[config.mk]
export PLATFORM = sky130hd
export DESIGN_NAME = nexys7seg_scroller
export DESIGN_NICKNAME = d
export VERILOG_FILES = /design/src/rtl/nexys7seg_scroller.sv
export SDC_FILE = /design/constraint.sdc
export NUM_CORES = 1
export LEC_CHECK = 0
export BUFFER_PORTS_ARGS = -buffer_cell sky130_fd_sc_hd__clkbuf_2
export CORE_MARGIN = 2
export CORE_UTILIZATION = 60
export DETAILED_ROUTE_END_ITERATION = 10
export GPL_TIMING_DRIVEN = 0
export PLACE_DENSITY = 0.82
export SLEW_MARGIN = 20
export SYNTH_ARGS = -nofsm -noshare
export SYNTH_HDL_FRONTEND = slang
export SYNTH_SLANG_ARGS = --single-unit
export TNS_END_PERCENT = 30
[constraint.sdc]
create_clock -name clk_i -period 10.55 [get_ports clk_i]
set_input_delay 2.11 -clock clk_i [delete_from_list [all_inputs] [get_ports clk_i]]
set_output_delay 2.11 -clock clk_i [all_outputs]
set_load 0.01 [all_outputs]
[src/rtl/nexys7seg_scroller.sv]
// nexys7seg_scroller: Wishbone slave that queues 16-bit display words in a
// FIFO and presents them one at a time on word_o. Each word is held for a
// programmable dwell (in prescaler ticks). When the queue is empty, the last
// word stays on the display.
// Optional feature macro: NEXYS7SEG_SCROLL_RDBACK_EN enables register
// read-back. When it is undefined, wb_dat_o is tied to zero.
module nexys7seg_scroller #(
  parameter int          DEPTH_LOG2 = 3,
  parameter int          PRESCALE   = 1024,
  parameter logic [15:0] DWELL_RST  = 16'd100
) (
  input  logic        clk_i,
  input  logic        rst_i,
  input  logic [1:0]  wb_adr_i,
  input  logic [15:0] wb_dat_i,
  input  logic [1:0]  wb_sel_i,
  input  logic        wb_we_i,
  input  logic        wb_cyc_i,
  input  logic        wb_stb_i,
  output logic        wb_ack_o,
  output logic [15:0] wb_dat_o,
  output logic [15:0] word_o,
  output logic        busy_o
);
  localparam int DEPTH = 1 << DEPTH_LOG2;
  localparam int PW    = $clog2(PRESCALE);

  typedef enum logic {ST_IDLE, ST_SHOW} state_t;

  state_t                r_state, w_state_nxt;
  logic                  r_ack;
  logic [15:0]           r_dwell;
  logic                  r_hold;
  logic                  r_ovf;
  logic                  r_push_vld;
  logic [15:0]           r_push_dat;
  logic [15:0]           r_mem [DEPTH];
  logic [DEPTH_LOG2-1:0] r_wr_ptr, r_rd_ptr;
  logic [DEPTH_LOG2:0]   r_level;
  logic [15:0]           r_word;
  logic [15:0]           r_dwell_cur;
  logic [15:0]           r_ticks;
  logic [PW-1:0]         r_pre;

  logic w_acc, w_wr, w_clr, w_empty, w_full, w_push, w_pop;
  logic w_tick, w_dwell_done;

  assign w_acc        = wb_cyc_i & wb_stb_i & ~r_ack;
  assign w_wr         = w_acc & wb_we_i & (wb_sel_i == 2'b11);
  assign w_clr        = w_wr & (wb_adr_i == 2'd3) & wb_dat_i[0];
  assign w_empty      = (r_level == '0);
  assign w_full       = (r_level == (DEPTH_LOG2+1)'(DEPTH));
  // A DATA write lands in the FIFO one edge after it is accepted; CLR wins.
  assign w_push       = r_push_vld & ~w_full & ~w_clr;
  assign w_tick       = (r_pre == PW'(PRESCALE - 1));
  assign w_dwell_done = w_tick & ((r_ticks + 16'd1) == r_dwell_cur);

  // Bus handshake and writable control registers.
  // NOTE: sequential state uses non-blocking (<=) so every flop samples pre-edge values.
  always_ff @(posedge clk_i or posedge rst_i) begin
    if (rst_i) begin
      r_ack      <= 1'b0;
      r_dwell    <= DWELL_RST;
      r_hold     <= 1'b0;
      r_push_vld <= 1'b0;
      r_push_dat <= 16'h0000;
    end else begin
      r_ack      <= w_acc;
      r_push_vld <= w_wr & (wb_adr_i == 2'd0);
      if (w_wr && wb_adr_i == 2'd0) r_push_dat <= wb_dat_i;
      if (w_wr && wb_adr_i == 2'd1) r_dwell    <= wb_dat_i;
      if (w_wr && wb_adr_i == 2'd3) r_hold     <= wb_dat_i[1];
    end
  end

  // FIFO pointers, fill level and overflow flag.
  always_ff @(posedge clk_i or posedge rst_i) begin
    if (rst_i) begin
      r_wr_ptr <= '0;
      r_rd_ptr <= '0;
      r_level  <= '0;
      r_ovf    <= 1'b0;
    end else if (w_clr) begin
      r_wr_ptr <= '0;
      r_rd_ptr <= '0;
      r_level  <= '0;
      r_ovf    <= 1'b0;
    end else begin
      if (w_push) r_wr_ptr <= r_wr_ptr + DEPTH_LOG2'(1);
      if (w_pop)  r_rd_ptr <= r_rd_ptr + DEPTH_LOG2'(1);
      r_level <= r_level + (DEPTH_LOG2+1)'(w_push) - (DEPTH_LOG2+1)'(w_pop);
      r_ovf   <= r_ovf | (r_push_vld & w_full);
    end
  end

  // FIFO storage.
  // NOTE: the storage array is not reset; pointers and level alone define which entries are valid.
  always_ff @(posedge clk_i) begin
    if (w_push) r_mem[r_wr_ptr] <= r_push_dat;
  end

  // Display FSM state register.
  always_ff @(posedge clk_i or posedge rst_i) begin
    if (rst_i) r_state <= ST_IDLE;
    else       r_state <= w_state_nxt;
  end

  // Display FSM next-state and pop decision.
  // NOTE: defaults first so every path assigns every output and no latch is inferred.
  always_comb begin
    w_state_nxt = r_state;
    w_pop       = 1'b0;
    case (r_state)
      ST_IDLE: begin
        if (!w_empty && !r_hold && !w_clr) begin
          w_pop       = 1'b1;
          w_state_nxt = ST_SHOW;
        end
      end
      ST_SHOW: begin
        if (!r_hold && w_dwell_done) w_state_nxt = ST_IDLE;
      end
      default: w_state_nxt = ST_IDLE;
    endcase
  end

  // Shown word, prescaler and dwell tick counter.
  always_ff @(posedge clk_i or posedge rst_i) begin
    if (rst_i) begin
      r_word      <= 16'h0000;
      r_pre       <= '0;
      r_ticks     <= 16'h0000;
      r_dwell_cur <= 16'h0000;
    end else if (w_pop) begin
      r_word      <= r_mem[r_rd_ptr];
      r_pre       <= '0;
      r_ticks     <= 16'h0000;
      // Dwell is latched here so a DWELL write only affects the next word.
      r_dwell_cur <= (r_dwell == 16'h0000) ? 16'd1 : r_dwell;
    end else if (r_state == ST_SHOW && !r_hold) begin
      if (w_tick) begin
        r_pre   <= '0;
        r_ticks <= r_ticks + 16'd1;
      end else begin
        r_pre   <= r_pre + PW'(1);
      end
    end
  end

`ifdef NEXYS7SEG_SCROLL_RDBACK_EN
  logic [15:0] r_dat;
  logic [15:0] w_rd_mux;

  // Read-data select from pre-edge register state.
  always_comb begin
    w_rd_mux = 16'h0000;
    case (wb_adr_i)
      2'd0: w_rd_mux = r_word;
      2'd1: w_rd_mux = r_dwell;
      2'd2: w_rd_mux = {11'b0, r_ovf, 4'(r_level), w_full};
      2'd3: w_rd_mux = {14'b0, r_hold, 1'b0};
      default: w_rd_mux = 16'h0000;
    endcase
  end

  // Read data is captured on the accept edge so it is valid alongside ack.
  always_ff @(posedge clk_i or posedge rst_i) begin
    if (rst_i)      r_dat <= 16'h0000;
    else if (w_acc) r_dat <= w_rd_mux;
  end

  assign wb_dat_o = r_dat;
`else
  assign wb_dat_o = 16'h0000;
`endif

  assign wb_ack_o = r_ack;
  assign word_o   = r_word;
  assign busy_o   = (r_state == ST_SHOW) | ~w_empty;

endmodule

Word level (Yosys, flattened, before mapping)
Memories as Yosys holds them, arrays and structs flattened. A register that Yosys moved wholly into a read port is not among the register bits.
Index checks and enable logic that the tools add are counted.
{"block": "totals", "ff_bits": 88, "mem_bits_rw": 128, "input_bits": 25, "out_inout_bits": 34, "word_cells": 77, "n_memories": 1}
{"memory": "r_mem", "depth": 8, "width": 16, "rd": 1, "rd_clocked_by_memory_dff": 1, "wr": 1, "line_no": "37", "source": "logic [15:0] r_mem [DEPTH];"}
{"block": "op_classes", "add_sub_neg": 6, "n_eq_ne": 6, "mux": 18, "bitwise_logic": 16, "n_reduce_logical": 18}
{"cell": "16-bit 2-to-1 mux", "count": 4}
{"cell": "10-bit 2-to-1 mux", "count": 3}
{"cell": "16-bit by 1-bit adder with 16-bit output, second input constant", "count": 1}
{"cell": "16-bit equality test", "count": 1}
{"cell": "16-bit zero test", "count": 1}
{"cell": "3-bit 2-to-1 mux", "count": 4}
{"cell": "10-bit by 1-bit adder with 10-bit output, second input constant", "count": 1}
{"cell": "1-bit bitwise AND", "count": 10}
{"cell": "10-bit equality test, second input constant", "count": 1}
{"cell": "2-bit nonzero test", "count": 4}
{"cell": "1-bit logical AND", "count": 7}
{"cell": "3-bit by 1-bit adder with 3-bit output, second input constant", "count": 2}
{"cell": "1-bit 2-to-1 mux", "count": 5}
{"cell": "1-bit inverter", "count": 5}
{"cell": "4-bit by 1-bit adder with 4-bit output", "count": 1}
{"cell": "2-bit equality test, second input constant", "count": 2}
{"cell": "4-bit equality test, second input constant", "count": 1}
{"cell": "4-bit zero test", "count": 1}
{"cell": "4-bit 2-to-1 mux", "count": 1}
{"cell": "4-bit by 1-bit subtractor with 4-bit output", "count": 1}
{"cell": "1-bit zero test", "count": 3}
{"cell": "2-bit by 1-bit equality test with 1-bit output, second input constant", "count": 1}
{"cell": "2-bit zero test", "count": 1}
{"cell": "1-bit case mux with 2 select lines", "count": 1}
{"cell": "2 further kinds", "count": 2}

Depth between registers and ports, before layout
Gate-level depths: netlist (run 1).
{"block": "logic_depth", "ltp_word": 12, "depth_mapped": 14, "depth_no_buf": 13}

Worst setup path before layout (run 1)
No wires, ideal clock.
{"block": "synth_path", "kind": "input-to-reg", "startpoint": "in wb_cyc_i", "endpoint": "mem r_mem[0][0], enable pin", "setup_ps": 409, "arrival_time_ps": 4038, "t_required_ps": 10141, "setup_slack_ps": 6103, "cell_stages": 5, "path_buffers": 0, "cell_sequence": "and3b_1 -> nand4_1 -> nor2_1 -> or3_1 -> nor3_1"}
{"block": "synth_via", "elab_chain_len": 10}
{"item": "start, declared", "line_no": "18", "source": "input logic wb_cyc_i,"}
{"item": "1-bit bitwise AND (2 in a row)", "line_no": "48", "source": "assign w_acc = wb_cyc_i & wb_stb_i & ~r_ack;"}
{"item": "1-bit bitwise AND (2 in a row)", "line_no": "49", "source": "assign w_wr = w_acc & wb_we_i & (wb_sel_i == 2'b11);"}
{"item": "1-bit bitwise AND (2 in a row)", "line_no": "50", "source": "assign w_clr = w_wr & (wb_adr_i == 2'd3) & wb_dat_i[0];"}
{"item": "1-bit inverter", "line_no": "54", "source": "assign w_push = r_push_vld & ~w_full & ~w_clr;"}
{"item": "1-bit bitwise AND", "line_no": "54"}
{"item": "1-bit 2-to-1 mux", "line_no": "99", "source": "if (w_push) r_mem[r_wr_ptr] <= r_push_dat;"}
{"item": "1-bit 2-to-1 mux (implied by the code)", "line_no": "99"}
{"item": "end, declared", "line_no": "37"}
No other way between the ends.

Final worst setup path (run 1)
{"block": "layout_path", "startpoint": "in wb_cyc_i", "endpoint": "reg r_level[3]"}
{"block": "layout_via", "elab_chain_len": 12, "word_cells_on_any_way": 15, "classes_between": "add/sub: 2; mux: 3; bitwise: 8; reduce/logical: 2"}
{"item": "1-bit bitwise AND * (2 in a row)", "line_no": "48"}
{"item": "net w_acc", "line_no": "45", "source": "logic w_acc, w_wr, w_clr, w_empty, w_full, w_push, w_pop;"}
{"item": "1-bit bitwise AND * (2 in a row)", "line_no": "49"}
{"item": "1-bit bitwise AND * (2 in a row)", "line_no": "50"}
{"item": "parallel branches: the longest is 5 deep, another holds 4-bit by 1-bit adder with 4-bit output"}
{"item": "4-bit 2-to-1 mux *", "line_no": "83", "source": "end else if (w_clr) begin"}
{"item": "end signal, assigned", "line_no": "91", "source": "r_level <= r_level + (DEPTH_LOG2+1)'(w_push) - (DEPTH_LOG2+1)'(w_pop);"}
{"item": "end, declared", "line_no": "39", "source": "logic [DEPTH_LOG2:0] r_level;"}
Mark *: on every way through the listed nets, which the timed path passes.
A chain may end at the register's enable or synchronous reset.

==> results of run 1 <==
logic make-up after synthesis:
logic type,share of synthesized area (%)
AO/OA/AOI/OAI,2.96
buffers and inverters,3.25
AND/OR/NAND/NOR,10.7
flip-flops,64.7
other,0.0376
adder cells (fa/ha/maj),1.46
multiplexers,12.7
XOR/XNOR,4.21
per-stage QoR:
stage / util [%] / worst slack (ns)
CTS: 69.4 / 6.25
finish: 69.4 / 6.23
floorplan: - / 5.71
detailed placement: 65.0 / 5.72
global placement: 64.0 / 4.52
global route: 69.4 / 6.08
metal layers:
metal / part of all wire [%] / vias up
met1: 40 / 3091
met3: 6.4 / 42
li1: - / 2692
met5: 0 / -
met2: 51 / 287
met4: 2.3 / 0
Yosys cell counts (13+ instances only):
library cell	n
a21oi_1	26
buf_2	22
buf_4	20
dfrtp_1	101
edfxtp_1	128
mux2_2	32
mux2i_1	18
mux4_2	32
nand2_1	73
nand3_1	13
nor2_1	68
xnor2_1	22
xor2_1	24
registers in the layout (all words and copies together), names as in the netlist, 3 cells and up:
| signal | cells |
|---|---|
| r_mem | 128 |
| r_dwell | 16 |
| r_dwell_cur | 16 |
| r_push_dat | 16 |
| r_ticks | 16 |
| word_o | 16 |
| r_pre | 10 |
| r_level | 4 |
| r_rd_ptr | 3 |
| r_wr_ptr | 3 |
worst min path at each step:
stage	start	endpoint	depth (start not counted)
6_report	r_dwell[0]	r_dwell[0]	1
3_5_place_dp	word_o[3]	word_o[3]	2
2_1_floorplan	r_dwell[0]	r_dwell[0]	1
5_1_grt	word_o[4]	word_o[4]	2
4_1_cts	r_dwell[0]	r_dwell[0]	1
3_3_place_gp	r_dwell[0]	r_dwell[0]	1
area by class of cell:
cell class / count / area [µm²]
fillers: 1067 / 5020
clock buffers: 31 / 616
inverters: 10 / 42.5
clock inverters: 11 / 101
well taps: 220 / 275
flip-flops and latches: 232 / 6450
multi-input cells: 422 / 3270
repair buffers: 53 / 343
plain buffers: 49 / 287
power by group through the flow:
stage / Clock (mW) / Sequential, mW / Combinational [mW]
final: 0.783 / 1.10 / 0.284
after global routing: 0.826 / 1.11 / 0.317
after CTS: 0.790 / 1.10 / 0.287
after detailed placement: 0 / 1.11 / 0.282
after global placement: 0 / 1.10 / 0.261
after floorplan: 0 / 1.09 / 0.209
critical path, stage by stage:
cell and delay (ns):
clkbuf_2 0.08, and3b_1 0.19, nand4_1 0.19, o21a_1 0.31, buf_2 0.35, buf_2 0.37, ha_1 0.20, inv_1 0.07
ha_1 0.27, a21o_1 0.15, a21oi_1 0.19, xnor2_1 0.15, nor2_1 0.06
==> results.cfg, run 1 <==
[logic_synthesis]
synth_edf_count = 128
async_flop_share_pct = 44.8
yosys_warnings = 0
seq_area_frac_synth_pct = 64.7
synth_cell_types = 60
synth_flop_cell = edfxtp_1
synth-seq-cells = 232
syn_area_um2 = 9970
synth_top_area_share_pct = 38.6
syn_avg_cell_area_um2 = 14.3
synthCells = 698
yosys.area.top_type = edfxtp_1
synth_area_leaders = edfxtp_1 39%, dfrtp_1 25%, mux4_2 7.2%

[power]
pwr-share-seq_pct = 50.8
power-per-cell-area_nw_per_um2 = 190
p_int_mw = 1.60
p_clk_share_pct = 36.1
p_switching_mw = 0.567
pwr-share-comb_pct = 13.1
power.leakage_nw = 4.55
ir_worst_vdd_mv = 0.149
swShare_pct = 26.2
p_total_mw = 2.17

[route]
drt_wl_total_um = 22800
via_per_inst = 5.95
remaining_drc_errors = 0
vias = 6112
wire_per_inst_um = 22.1
ant_nets = 0
drt-initial-drc-count = 530
dr.pass1.iters = 5

[cells_and_area]
diodes = 0
nNetsFinal = 827
drive_above_1_share_pct = 27.1
layout_common_cells = 128 x edfxtp_1, 101 x dfrtp_1, 73 x nand2_1
postLayoutCellArea_um2 = 11400
finalNonFillerCells = 1028
area_delta_synth_final_pct = 14.3
layout_commonest_cell = edfxtp_1

[setup_path]
r2r_end = r_level[3]
critPathLaunch = wb_cyc_i
start_kind = input pin
crit_end = r_level[3]
r2r_setup_slack_ns = 7.08
critPathRequiredTime_ns = 10.95
path_max_fanout = 10
end_kind = register
crit_arrival_ns = 4.71
r2r-start = r_level[2]
ff2ff_path_depth = 14
critPathKind = in -> reg

[global_route]
grt_pass1_wl_um = 35700
busiest_layer = met2
grt_pass1_vias = 6384
grt_util_met2_pct = 46.4
grt_remaining_overflow = 0
grt_antenna_before_repair = 0
grt_max_degree = 70
grt_util_met1_pct = 35.4
met3_usage_pct = 3.60
gr-usage-all-layers_pct = 26.8

[clock_tree]
cts.sinks = 232
cts-root-buf = clkbuf_16
clk_pin_slew_ns = 0.06
postCtsHoldBufs = 0
cts_tree = yes
ctsResizeCount = 0
cts_buffers = 23
clock_tree.htree_level_count = 1
post-cts-setup-buffers = 0
clockBufferDepth = 3
clock_latency_ns = 0.53

[timing]
finalSetupTns_ns = 0
worst_pin_slew_ns = 0.867
min_period_ns = 4.32
slew_viol_final = 0
finalCritPeriodShare_pct = 40.9
max_clock_freq_ghz = 0.232
rsz0062_at_grt = no
timing_hold_violations_final = 0
worst_hold_slack_ns = 0.522
setup_viol_count_final = 0
fin_skew_ns = 0.0226
timing.slew.headroom_pct = 42.2

[placed_design]
place_area_um2 = 10700
gp_congestion = 0.815
portBuffers = 42
dp_cells = 986
dp_hpwl_um = 14800

[flow_run]
cap_violations = 0

[floorplan]
start_util_pct = 60.7
die_w_um = 133
fp.dieH_um = 133
io_pins = 59
coreArea_um2 = 16400
die_area_um2 = 17700
rows = 47

[run_status]
status = complete, no violations

[min_path]
min-delay-path-class = reg -> reg
(Power assumes the default switching activity.)
==> inputs of run 2 (changes only) <==
--- a/config.mk
+++ b/config.mk
@@ -5,6 +5,7 @@
 export SDC_FILE = /design/constraint.sdc
 export NUM_CORES = 1
 export LEC_CHECK = 0
+export ABC_AREA = 1
 export BUFFER_PORTS_ARGS = -buffer_cell sky130_fd_sc_hd__clkbuf_2
 export CORE_MARGIN = 2
 export CORE_UTILIZATION = 60
==> constraint.sdc (replaced) <==
create_clock -name clk_i -period 4.11 [get_ports clk_i]
set_input_delay 0.822 -clock clk_i [delete_from_list [all_inputs] [get_ports clk_i]]
set_output_delay 0.822 -clock clk_i [all_outputs]
set_load 0.01 [all_outputs]
==> run 2 against run 1 <==
Against the previous run: critical path depth up 2; clock power rose to 2.8 times the previous value; non-clock buffer count up 6; clock skew down 0.0025 ns; final cell count up 28%; first-iteration DRC count up 72%; setup slack worse by 5.4 ns; sequential cell count unchanged; sequential power up 150%; design area up 0.76%; critical endpoint is now r_level[2].
==> results.cfg, run 2 <==
[run_status]
status = complete, no violations

[power]
p_int_mw = 4.09
pwr-share-seq_pct = 49.3
power-per-cell-area_nw_per_um2 = 485
power.leakage_nw = 4.85
swShare_pct = 26.6
p_switching_mw = 1.48
ir_worst_vdd_mv = 0.470
pwr-share-comb_pct = 10.9
p_clk_share_pct = 39.9

[logic_synthesis]
seq_area_frac_synth_pct = 64.6
syn_area_um2 = 9980
synth-seq-cells = 232
synth_area_leaders = edfxtp_1 39%, dfrtp_1 25%, nand2_1 7.9%
synth_edf_count = 128
synth_cell_types = 40
synth_top_area_share_pct = 38.5
yosys.area.top_type = edfxtp_1
yosys_warnings = 0
synthCells = 983
synth_flop_cell = edfxtp_1
synthTopCellsByCount = 209 x nand2_1, 128 x edfxtp_1, 123 x nor2_1
async_flop_share_pct = 44.8
syn_avg_cell_area_um2 = 10.2
synth.most_common_cell = nand2_1

[route]
remaining_drc_errors = 0
dr.pass1.iters = 7
ant_nets = 0
vias = 7662
drt_wl_total_um = 24700
drt-initial-drc-count = 911
wire_per_inst_um = 18.8
via_per_inst = 5.84

[placed_design]
portBuffers = 42
place_area_um2 = 10700
gp_congestion = 0.874
dp_hpwl_um = 15900

[global_route]
grt_antenna_before_repair = 0
grt_util_met1_pct = 39.1
met3_usage_pct = 4.90
busiest_layer = met2
grt_pass1_vias = 7349
grt_max_degree = 81
grt_pass1_wl_um = 38900
grt_util_met2_pct = 45.4
gr-usage-all-layers_pct = 28.1
grt_remaining_overflow = 0

[timing]
max_clock_freq_ghz = 0.308
timing.slew.headroom_pct = 36.0
finalCritPeriodShare_pct = 79.0
worst_pin_slew_ns = 0.960
min_period_ns = 3.25
slew_viol_final = 0
setup_viol_count_final = 0
worst_hold_slack_ns = 0.239
timing_hold_violations_final = 0
fin_skew_ns = 0.0202
rsz0062_at_grt = no

[setup_path]
r2r-start = r_level[2]
critPathRequiredTime_ns = 4.53
path_max_fanout = 10
critPathKind = reg -> reg
crit_path_max_incr_delay_ns = 0.41
r2r_end = r_level[2]
r2r_setup_slack_ns = 0.86
start_kind = register
ff2ff_path_depth = 15
path_buf_inv = 6
critPathLaunch = r_level[2]
end_kind = register
path_depth = 15
crit_end = r_level[2]
path_delay_family = adder cells
worstPathCellList = inv_1 > ha_1 > nor3b_1 > nor3_1 > nand2_4 > inv_2 > buf_2 > buf_2 > ha_1 > inv_1 > ha_1 > fa_1 > xor2_1 > nand2_1 > inv_1
crit_arrival_ns = 3.66
crit_slowest_cell = nor3_1

[clock_tree]
cts_buffers = 24
postCtsHoldBufs = 0
clock_tree.htree_level_count = 1
clockBufferDepth = 3
cts_tree = yes
clock_latency_ns = 0.54
cts.sinks = 232
cts-root-buf = clkbuf_16
post-cts-setup-buffers = 0
ctsResizeCount = 0
clk_pin_slew_ns = 0.06

[cells_and_area]
layout_common_cells = 209 x nand2_1, 128 x edfxtp_1, 122 x o21ai_0
drive_above_1_share_pct = 13.6
largest_reg_flops = 128
regMostFlops = r_mem
nNetsFinal = 1110
area_delta_synth_final_pct = 15.0
layout_commonest_cell = nand2_1
diodes = 0
postLayoutCellArea_um2 = 11500

[floorplan]
fp.dieH_um = 133
coreArea_um2 = 16400
rows = 47
start_util_pct = 60.8
die_w_um = 133
io_pins = 59
die_area_um2 = 17700

[min_path]
min-delay-path-class = in -> async

[flow_run]
cap_violations = 0
[run 2: cell count changes after synthesis, moves of 32 or more]
cell,change
inv_1,+71
mux2_2,-32
mux4_2,-32
o21ai_0,+118
nor2_1,+55
nand2_1,+136
[run 2: worst min path at each step]
stage,start,to,slack [ns],cells after the start
floorplan,r_state,r_state,0.46,2
global placement,wb_ack_o,wb_ack_o,0.48,1
detailed placement,wb_ack_o,wb_ack_o,0.48,1
CTS,rst_i,word_o[5],0.25,2
global route,rst_i,word_o[14],0.26,2
finish,rst_i,word_o[14],0.24,2
[run 2: logic make-up after synthesis]
kind of cell	after synthesis	synth area share, %
buffers and inverters	139	6.16
other	1	0.0376
xor gates and xnor gates	6	0.527
and+or+nand+nor	397	16.6
adders and majority gates	11	1.45
AOI/OAI and AO/OA	197	10.6
DFF	232	64.6
[run 2: area by class of cell]
cell class / instances / area [µm²]
Clock buffer: 24 / 601
Sequential cell: 232 / 6450
Fill cell: 1130 / 4930
Timing Repair Buffer: 50 / 320
Inverter: 81 / 309
Clock inverter: 20 / 216
Buffer: 58 / 310
Multi-Input combinational cell: 627 / 2990
Tap cell: 220 / 275
[run 2: per-stage QoR]
stage,setup slack (ns),cells,TNS [ns],power [mW],utilization (%)
2_1_floorplan,0.561,998,0,3.14,-
3_3_place_gp,-0.732,1260,-72.66,3.31,64.1
3_5_place_dp,0.690,1268,0,3.36,65.0
4_1_cts,0.891,1312,0,5.56,69.9
5_1_grt,0.680,1312,0,5.75,69.9
6_report,0.863,1312,0,5.56,69.9
[run 2: per-layer routing]
layer | wire length, µm | up-vias
li1 | - | 3486
met2 | 11900 | 449
met3 | 2570 | 67
met1 | 9450 | 3660
met5 | 0 | -
met4 | 794 | 0
[run 2: power by group through the flow]
stage / clock network [mW] / logic (mW) / registers (mW)
2_1_floorplan: 0 / 0.420 / 2.72
3_3_place_gp: 0 / 0.545 / 2.77
3_5_place_dp: 0 / 0.586 / 2.77
4_1_cts: 2.22 / 0.599 / 2.73
5_1_grt: 2.32 / 0.679 / 2.75
6_report: 2.22 / 0.605 / 2.74
[run 2: worst reg2reg max path: stages (launching register included)]
cell     delay [ns]
dfrtp_1        0.32
inv_1          0.06
ha_1           0.21
nor3b_1        0.16
nor3_1         0.41
nand2_4        0.17
inv_2          0.14
buf_2          0.27
buf_2          0.33
ha_1           0.18
inv_1          0.04
ha_1           0.20
fa_1           0.38
xor2_1         0.17
nand2_1        0.07
inv_1          0.03
==> inputs of run 3 (changes only) <==
--- a/config.mk
+++ b/config.mk
@@ -5,13 +5,13 @@
 export SDC_FILE = /design/constraint.sdc
 export NUM_CORES = 1
 export LEC_CHECK = 0
-export ABC_AREA = 1
+export ABC_AREA = 0
 export BUFFER_PORTS_ARGS = -buffer_cell sky130_fd_sc_hd__clkbuf_2
 export CORE_MARGIN = 2
-export CORE_UTILIZATION = 60
+export CORE_UTILIZATION = 55
 export DETAILED_ROUTE_END_ITERATION = 10
 export GPL_TIMING_DRIVEN = 0
-export PLACE_DENSITY = 0.82
+export PLACE_DENSITY = 0.79
 export SLEW_MARGIN = 20
 export SYNTH_ARGS = -nofsm -noshare
 export SYNTH_HDL_FRONTEND = slang
==> constraint.sdc (replaced) <==
create_clock -name clk_i -period 2.7 [get_ports clk_i]
set_input_delay 0.54 -clock clk_i [delete_from_list [all_inputs] [get_ports clk_i]]
set_output_delay 0.54 -clock clk_i [all_outputs]
set_load 0.01 [all_outputs]
==> run 3 against run 2 <==
Against the previous run: design area grew 0.23%; clock skew grew 0.0029 ns; critical path depth shrank 4; via count shrank 21%; maximum frequency grew 25%; sequential power grew 57%; die area grew 8.7%; global-route usage shrank 5.8 points; sequential cell count is the same; highest routed layer unchanged.
==> results.cfg, run 3 (same netlist as run 1, synthesis figures left out) <==
[run_status]
status = complete, no violations

[clock_tree]
clock_tree.htree_level_count = 1
cts_buffers = 23
cts-root-buf = clkbuf_16
clock_latency_ns = 0.53
clockBufferDepth = 3
cts.sinks = 232
cts_tree = yes
clk_pin_slew_ns = 0.06

[cells_and_area]
drive_above_1_share_pct = 27.8
area_delta_synth_final_pct = 15.4
diodes = 0
seq_area_um2 = 6450
regMostFlops = r_mem
nFillCells = 1242
nNetsFinal = 833
layout_common_cells = 128 x edfxtp_1, 101 x dfrtp_1, 73 x nand2_1
multi_input_area_um2 = 3290
layout_commonest_cell = edfxtp_1
largest_reg_flops = 128

[timing]
fin_ws_ns = 0.109
setup_viol_count_final = 0
timing.slew.headroom_pct = 45.6
finalCritPeriodShare_pct = 96.0
slew_viol_final = 0
min_period_ns = 2.59
worst_hold_slack_ns = 0.235
fin_skew_ns = 0.0231
finalSetupTns_ns = 0
max_clock_freq_ghz = 0.386
timing_hold_violations_final = 0
worst_pin_slew_ns = 0.816

[power]
power.leakage_nw = 4.60
power-per-cell-area_nw_per_um2 = 734
ir_worst_vdd_mv = 0.550

[global_route]
grt_antenna_before_repair = 0
gr-usage-all-layers_pct = 22.4
grt_pass1_wl_um = 33700
grt_remaining_overflow = 0
grt_pass1_vias = 6185
grt_max_degree = 34

[setup_path]
path_buf_inv = 3
r2r_setup_slack_ns = 0.11
ff2ff_path_depth = 11
worstPathCellList = inv_1 > ha_1 > nor3b_4 > nor3_2 > o21a_2 > buf_12 > ha_1 > inv_1 > ha_1 > fa_1 > nor2b_1
critPathLaunch = r_level[2]
path_delay_family = adder cells
path_max_fanout = 19
end_kind = register
crit_arrival_ns = 2.98
r2r-start = r_level[2]
critPathKind = reg -> reg
crit_path_max_incr_delay_ns = 0.43
crit_slowest_cell = fa_1
crit_top_cell = ha_1
critPathRequiredTime_ns = 3.09
path_depth = 11
start_kind = register
r2r_end = r_level[1]

[floorplan]
coreArea_um2 = 17800
die_w_um = 139
start_util_pct = 55.9
rows = 49
io_pins = 59
fp.dieH_um = 139
die_area_um2 = 19200

[placed_design]
portBuffers = 42
pre_cts_ws_ns = -0.678
gp_congestion = 0.875
dp_hpwl_um = 14900

[route]
via_per_inst = 5.77
dr.pass1.iters = 5
drt-initial-drc-count = 496
drt_wl_total_um = 21400
ant_nets = 0
vias = 6016
remaining_drc_errors = 0
wire_per_inst_um = 20.5

[min_path]
hold_end = r_push_dat[5]
min_path_cells = 3
min-delay-start = wb_dat_i[5]
min-delay-path-class = in -> reg

[flow_run]
cap_violations = 0
run 3: per-layer routing:
layer / up-vias / global-route usage, % / wire [µm]
met3: 33 / 3.52 / 1480
met1: 3040 / 30.5 / 8790
met4: 0 / 7.71 / 413
met5: - / 0 / 0
li1: 2707 / - / -
met2: 236 / 37.4 / 10700
run 3: tightest hold or removal path: cells and delay by family:
kind / cells / cell delay [ns]
buf+inv: 1 / 0.10
simple gates: 2 / 0.09
run 3: how the worst max path moves through the flow:
| stage | end | slack (ns) |
|---|---|---|
| detailed placement | r_level[3] | -0.68 |
| floorplan | r_mem[0][0] | -0.18 |
| CTS | r_level[3] | 0.02 |
| global route | r_level[2] | -0.01 |
| global placement | r_mem[0][13] | -1.34 |
| finish | r_level[1] | 0.11 |
run 3: final cells by class:
| class | instances | share of cell area (%) |
|---|---|---|
| timing repair buffer | 60 | 3.68 |
| multi-input combinational | 422 | 28.6 |
| clock buffer | 31 | 5.61 |
| sequential | 232 | 56.1 |
| clock inverter | 11 | 0.588 |
| buffer | 48 | 2.58 |
| tap | 229 | 2.49 |
| inverter | 10 | 0.359 |
run 3: stage by stage:
step           utilization [%]  std cells  power (mW)  instance area [µm²]
2_1_floorplan                -        713        5.09                10000
3_3_place_gp              59.0        984        5.33                10500
3_5_place_dp              60.1        997        5.45                10700
4_1_cts                   64.3       1040        8.47                11500
5_1_grt                   64.5       1043        8.78                11500
6_report                  64.5       1043        8.44                11500
run 3: timing repair:
item                                    4_1_cts  5_1_grt
setup buffers                                 1        3
pin swaps                                     1        1
hold endpoints to repair                     14        0
endpoints found under the setup margin        4        3
resized for setup                             6        2
hold buffers                                  1        0
run 3: power breakdown:
part           internal, mW  switching, mW
registers              4.01          0.285
clock network          1.69           1.31
logic                 0.555          0.593
total                  6.25           2.19
